File: src/rtl/sha1_pad_sequencer.sv
// Address/select sequencer for SHA-1 message padding: walks each 512-bit block word by word,
// issuing memory reads for message words and steering the pad datapath for the rest.
module sha1_pad_sequencer (
    input  logic        clk,
    input  logic        reset,
    input  logic        start,
    input  logic [31:0] message_size,
    input  logic [15:0] base_addr,
    input  logic        hold,
    input  logic        block_done,
    output logic [15:0] mem_addr,
    output logic        mem_rd,
    output logic        sel_port,
    output logic        sel_zero,
    output logic        sel_upper,
    output logic        sel_lower,
    output logic        sel_concat,
    output logic        word_valid,
    output logic [3:0]  word_idx,
    output logic [31:0] padding_length,
    output logic        busy,
    output logic        done
);

    typedef enum logic [2:0] {StIdle, StCalc, StLoad, StWait, StDone} state_e;

    state_e      state_q, state_d;
    logic [31:0] size_q, size_d;
    logic [15:0] base_q, base_d;
    logic [31:0] nblk_q, nblk_d;
    logic [31:0] pad_q, pad_d;
    logic [31:0] block_q, block_d;
    logic [3:0]  word_q, word_d;
    logic [15:0] addr_q, addr_d;
    logic [4:0]  sel_q, sel_d;
    logic        valid_q, valid_d;
    logic [3:0]  idx_q, idx_d;

    logic        issue;
    logic [35:0] g;
    logic [37:0] b;
    logic        is_port, is_concat, is_upper, is_lower, need_rd;
    logic [4:0]  src_sel;
    logic [15:0] rd_addr;

    // Global word index and byte offset kept wide so comparisons against size never wrap.
    assign g         = {block_q, word_q};
    assign b         = {g, 2'b00};
    assign is_port   = (b + 38'd4) <= {6'd0, size_q};
    assign is_concat = b == {6'd0, size_q[31:2], 2'b00};
    assign is_upper  = g == ({nblk_q, 4'b0000} - 36'd2);
    assign is_lower  = g == ({nblk_q, 4'b0000} - 36'd1);
    assign need_rd   = is_port | (is_concat & (|size_q[1:0]));

    // sel bit order: {port, zero, upper, lower, concat}
    always_comb begin
        src_sel = 5'b01000;
        if (is_port) begin
            src_sel = 5'b10000;
        end else if (is_concat) begin
            src_sel = 5'b00001;
        end else if (is_upper) begin
            src_sel = 5'b00100;
        end else if (is_lower) begin
            src_sel = 5'b00010;
        end
    end

    assign issue    = (state_q == StLoad) && !hold;
    assign rd_addr  = base_q + b[15:0];
    assign mem_rd   = issue && need_rd;
    assign mem_addr = mem_rd ? rd_addr : addr_q;

    always_comb begin
        state_d = state_q;
        size_d  = size_q;
        base_d  = base_q;
        nblk_d  = nblk_q;
        pad_d   = pad_q;
        block_d = block_q;
        word_d  = word_q;
        addr_d  = addr_q;
        sel_d   = 5'b00000;
        valid_d = 1'b0;
        idx_d   = idx_q;

        if (mem_rd) begin
            addr_d = rd_addr;
        end
        // Selects trail the issue by one cycle to line up with read data.
        if (issue) begin
            valid_d = 1'b1;
            idx_d   = word_q;
            sel_d   = src_sel;
        end

        unique case (state_q)
            StIdle: begin
                if (start) begin
                    size_d  = message_size;
                    base_d  = base_addr;
                    state_d = StCalc;
                end
            end
            StCalc: begin
                nblk_d  = ((size_q + 32'd8) >> 6) + 32'd1;
                pad_d   = {nblk_d[25:0], 6'd0};
                block_d = 32'd0;
                word_d  = 4'd0;
                state_d = StLoad;
            end
            StLoad: begin
                if (issue) begin
                    word_d = word_q + 4'd1;
                    if (word_q == 4'd15) begin
                        state_d = StWait;
                    end
                end
            end
            StWait: begin
                if (block_done) begin
                    block_d = block_q + 32'd1;
                    word_d  = 4'd0;
                    state_d = (block_d < nblk_q) ? StLoad : StDone;
                end
            end
            StDone: begin
                state_d = StIdle;
            end
            default: begin
                state_d = StIdle;
            end
        endcase
    end

    always_ff @(posedge clk or posedge reset) begin
        if (reset) begin
            state_q <= StIdle;
            size_q  <= 32'd0;
            base_q  <= 16'd0;
            nblk_q  <= 32'd0;
            pad_q   <= 32'd0;
            block_q <= 32'd0;
            word_q  <= 4'd0;
            addr_q  <= 16'd0;
            sel_q   <= 5'b00000;
            valid_q <= 1'b0;
            idx_q   <= 4'd0;
        end else begin
            state_q <= state_d;
            size_q  <= size_d;
            base_q  <= base_d;
            nblk_q  <= nblk_d;
            pad_q   <= pad_d;
            block_q <= block_d;
            word_q  <= word_d;
            addr_q  <= addr_d;
            sel_q   <= sel_d;
            valid_q <= valid_d;
            idx_q   <= idx_d;
        end
    end

    assign sel_port       = sel_q[4];
    assign sel_zero       = sel_q[3];
    assign sel_upper      = sel_q[2];
    assign sel_lower      = sel_q[1];
    assign sel_concat     = sel_q[0];
    assign word_valid     = valid_q;
    assign word_idx       = idx_q;
    assign padding_length = pad_q;
    assign busy           = state_q != StIdle;
    assign done           = state_q == StDone;

endmodule

File: config.mk
export PLATFORM = sky130hd
export DESIGN_NAME = sha1_pad_sequencer
export DESIGN_NICKNAME = d
export VERILOG_FILES = /design/src/rtl/sha1_pad_sequencer.sv
export SDC_FILE = /design/constraint.sdc
export NUM_CORES = 1
export LEC_CHECK = 0
export ABC_AREA = 1
export BUFFER_PORTS_ARGS = -buffer_cell sky130_fd_sc_hd__buf_4
export CAP_MARGIN = 10
export CORE_AREA = 2 2 214 111
export CTS_CLUSTER_SIZE = 8
export DETAILED_ROUTE_END_ITERATION = 10
export DIE_AREA = 0 0 216 113
export PLACE_DENSITY = 0.75
export SLEW_MARGIN = 25
export SYNTH_ARGS = -nofsm -noshare
export SYNTH_HDL_FRONTEND = slang
export SYNTH_SLANG_ARGS = --single-unit
File: constraint.sdc
create_clock -name clk -period 4.1 [get_ports clk]
set_clock_uncertainty 0.05 [all_clocks]
set_input_delay 0 -clock clk [delete_from_list [all_inputs] [get_ports clk]]
set_output_delay 0 -clock clk [all_outputs]
set_load 0.03 [all_outputs]
==> qor.csv <==
stage,metric,value,unit
final_layout,drive_above_1_share,16.7,%
global_routing,grt_max_degree,80,
power_and_ir_drop,power_density,714,mW/mm²
clocking,cts_tree,yes,
final_layout,nNetsFinal,2223,
timing,layout_min_cycle_time,4070,ps
timing,period_share,99.2,%
drt,antenna_left,0,
timing,tightest_slew,1030,ps
synthesis,ys_ff_latch,140,
min_path,hold_class,in -> async,
final_layout,diodes,0,
drt,wl_met2,19.0,mm
synthesis,mappedNetlistArea,0.0124,mm²
drt,routed.top_layer,met5,
job,max_cap_viol_count,0,
clocking,cts_buffers,17,
die,die_width,216,µm
clocking,cts-root-buf,clkbuf_16,
die,start_util,55.4,%
setup_path,end_kind,output port,
final_layout,post-route-util,68.3,%
timing,setup_violations,0,
timing,finalHoldViolations,0,
setup_path,setup.worst_path.class,reg -> out,
power_and_ir_drop,ir_drop,0.452,mV
setup_path,critPathLaunchType,flop,
global_routing,antenna_found_initial,1,
power_and_ir_drop,total_leakage_power,8.02,nW
synthesis,synth-edff-count,0,
drt,wl_met1,22.8,mm
setup_path,reg2regPathDepth,25,
die,io_pins,114,
drt,post_drt_wl_per_cell,21.4,µm
synthesis,synth_cells,1901,
die,fp.dieH,113,µm
setup_path,path_max_fanout,6,
clocking,clockBufferDepth,2,
synthesis,synth.distinct_cells,48,
drt,drc,0,
synthesis,async_flop_share,100,%
drt,first_iter_violations,2031,
die,dieArea,0.0244,mm²
clocking,path_clk_slew,70,ps
die,rows,39,
clocking,clock_sinks,140,
outcome,status,finished clean,
synthesis,yosysWarnings,0,
place,gp_congestion,1.08,
die,core,0.0224,mm²
synthesis,ys.flop_type,dfrtp_1,
synthesis,synth.avg_cell_area,6.54,µm²
setup_path,cp_slowest_stage_delay,470,ps
timing,timing.fmax,246,MHz
timing,drv_slew,0,
setup_path,cp.required,4050,ps
setup_path,cp.arrival,4020,ps
place,io_buffer_count,107,
place,place_hpwl,40.4,mm
clocking,htree_levels,4,
timing,slew_headroom,30.7,%
clocking,clk_latency,460,ps
drt,via_per_inst,5.87,
global_routing,grtUsageTotal,42.1,%
synthesis,ys_seq_area_share,28.2,%
drt,firstDrtPassIters,8,
drt,route.vias.total,14200,
final_layout,syn2layout_area_growth,23.3,%
setup_path,crit_slowest_cell,dfrtp_2,
global_routing,grt_pass1_vias,12600,
setup_path,cpMostUsedCell,nand2_1,
timing,finalSetupTns,0,ps
global_routing,grt_overflow,0,
drt,routed-wl-met3,8.98,mm
drt,drt-total-wl,51.8,mm
global_routing,grt_pass1_wl,76.1,mm
## path summary, 6_finish.rpt
check                                  start           endpoint  slack (ps)
min in group clk                base_addr[9]          base_q[9]         260
worst min-delay path                   reset  padding_length[8]         150
worst min register to register     addr_q[1]          addr_q[1]         430
worst max-delay path              block_q[5]       mem_addr[13]          30
worst max register to register    block_q[5]         addr_q[13]         520
max in group asynchronous              reset        block_q[13]        2850
## flip-flops by register name, indices dropped and copies added (netlist names), 3 cells and up
register and flops:
size_q 32, sel_q 5, word_idx 4, addr_q 16, word_q 4, base_q 16, block_q 32, state_q 3
padding_length 25
## placed cells by master, fill, tap and decap left out, types with 49 or more instances in the layout
cell type,netlist,routed
inv_1,226,222
dfrtp_1,140,122
nand3_1,138,137
a21oi_1,77,77
dlygate4sd3_1,0,52
buf_4,33,174
ha_1,75,73
nor2_1,254,240
xor2_1,79,77
o21ai_0,55,54
nand4_1,49,49
nand2_1,555,539
## repair_timing
| action | 4_1_cts | 5_1_grt |
|---|---|---|
| endpoints found under the setup margin | 19 | 16 |
| gates resized for setup | 14 | 79 |
| gates cloned | 0 | 1 |
| hold buffers | 52 | 0 |
| pin swaps | 3 | 16 |
| hold endpoints to repair | 121 | 0 |
| buffers inserted | 9 | 50 |
## kinds of logic after synthesis
logic type                 share of synthesized area, %
DFF                                                28.2
adders and majority gates                          7.71
AOI/OAI and AO/OA                                  7.97
xor gates and xnor gates                           7.19
buffers and inverters                              10.8
other                                            0.0301
and+or+nand+nor                                    36.5
muxes                                              1.62
## metal layers
layer | vias to the layer above | GRT usage [%]
met4 | 4 | 10.1
met3 | 69 | 18.7
li1 | 6428 | -
met2 | 1009 | 53.6
met1 | 6665 | 63.4
met5 | - | 0
## critical path: cells and delay by family (launching register included)
family          cells  cell delay (ps)
buf+inv             3              430
fa+ha+maj           1              250
compound gates      2              270
xor+xnor            1              170
flops               1              470
simple gates       19             1970
## synthesized netlist by cell type, drive strengths merged, types with 2 or more instances
master  number  area, µm²
nand3      139        701
nor3        23        131
nand4       49        307
clkinv       2       7.51
o21ai       62        322
ha          75        938
nand2      565       2150
clkbuf      25       95.1
o21bai       3       22.5
nand3b       8       60.1
nor3b        3       22.5
or2          3       18.8
xor2        79        692
xnor2       18        158
xnor3        2       45.0
mux2        17        191
inv        237        890
a21oi       77        385
o22ai       28        175
nor4         7       43.8
a21o         3       22.5
o32ai        2       17.5
dfrtp      140       3500
buf         51        350
o211ai       2       15.0
nor2       273       1100
## layout make-up
| type | instances | area, µm² |
|---|---|---|
| well taps | 307 | 384 |
| inverters | 239 | 913 |
| clock inverters | 15 | 155 |
| repair buffers | 245 | 2080 |
| fillers | 1942 | 7110 |
| multi-input cells | 1451 | 7850 |
| clock buffers | 17 | 425 |
| flip-flops and latches | 140 | 3530 |
## where the power goes
| part | total (W) | switching (W) | internal, W |
|---|---|---|---|
| logic | 0.00674 | 0.00459 | 0.00215 |
| clock network | 0.00160 | 0.000742 | 0.000858 |
| registers | 0.00261 | 0.000730 | 0.00188 |
## stage by stage
stage               hold slack (ps)  power, W  worst slack [ps]  instances  cell area [µm²]
floorplan                       101   0.00657               297       1906            12500
global placement                101   0.00850               259       2270            13400
detailed placement              107   0.00863             -18.6       2270            13400
CTS                             177    0.0103             0.684       2363            14700
global route                    242    0.0115              -111       2414            15300
finish                          153    0.0110              33.7       2414            15300
Note: power is estimated with default switching activity, not from simulation.
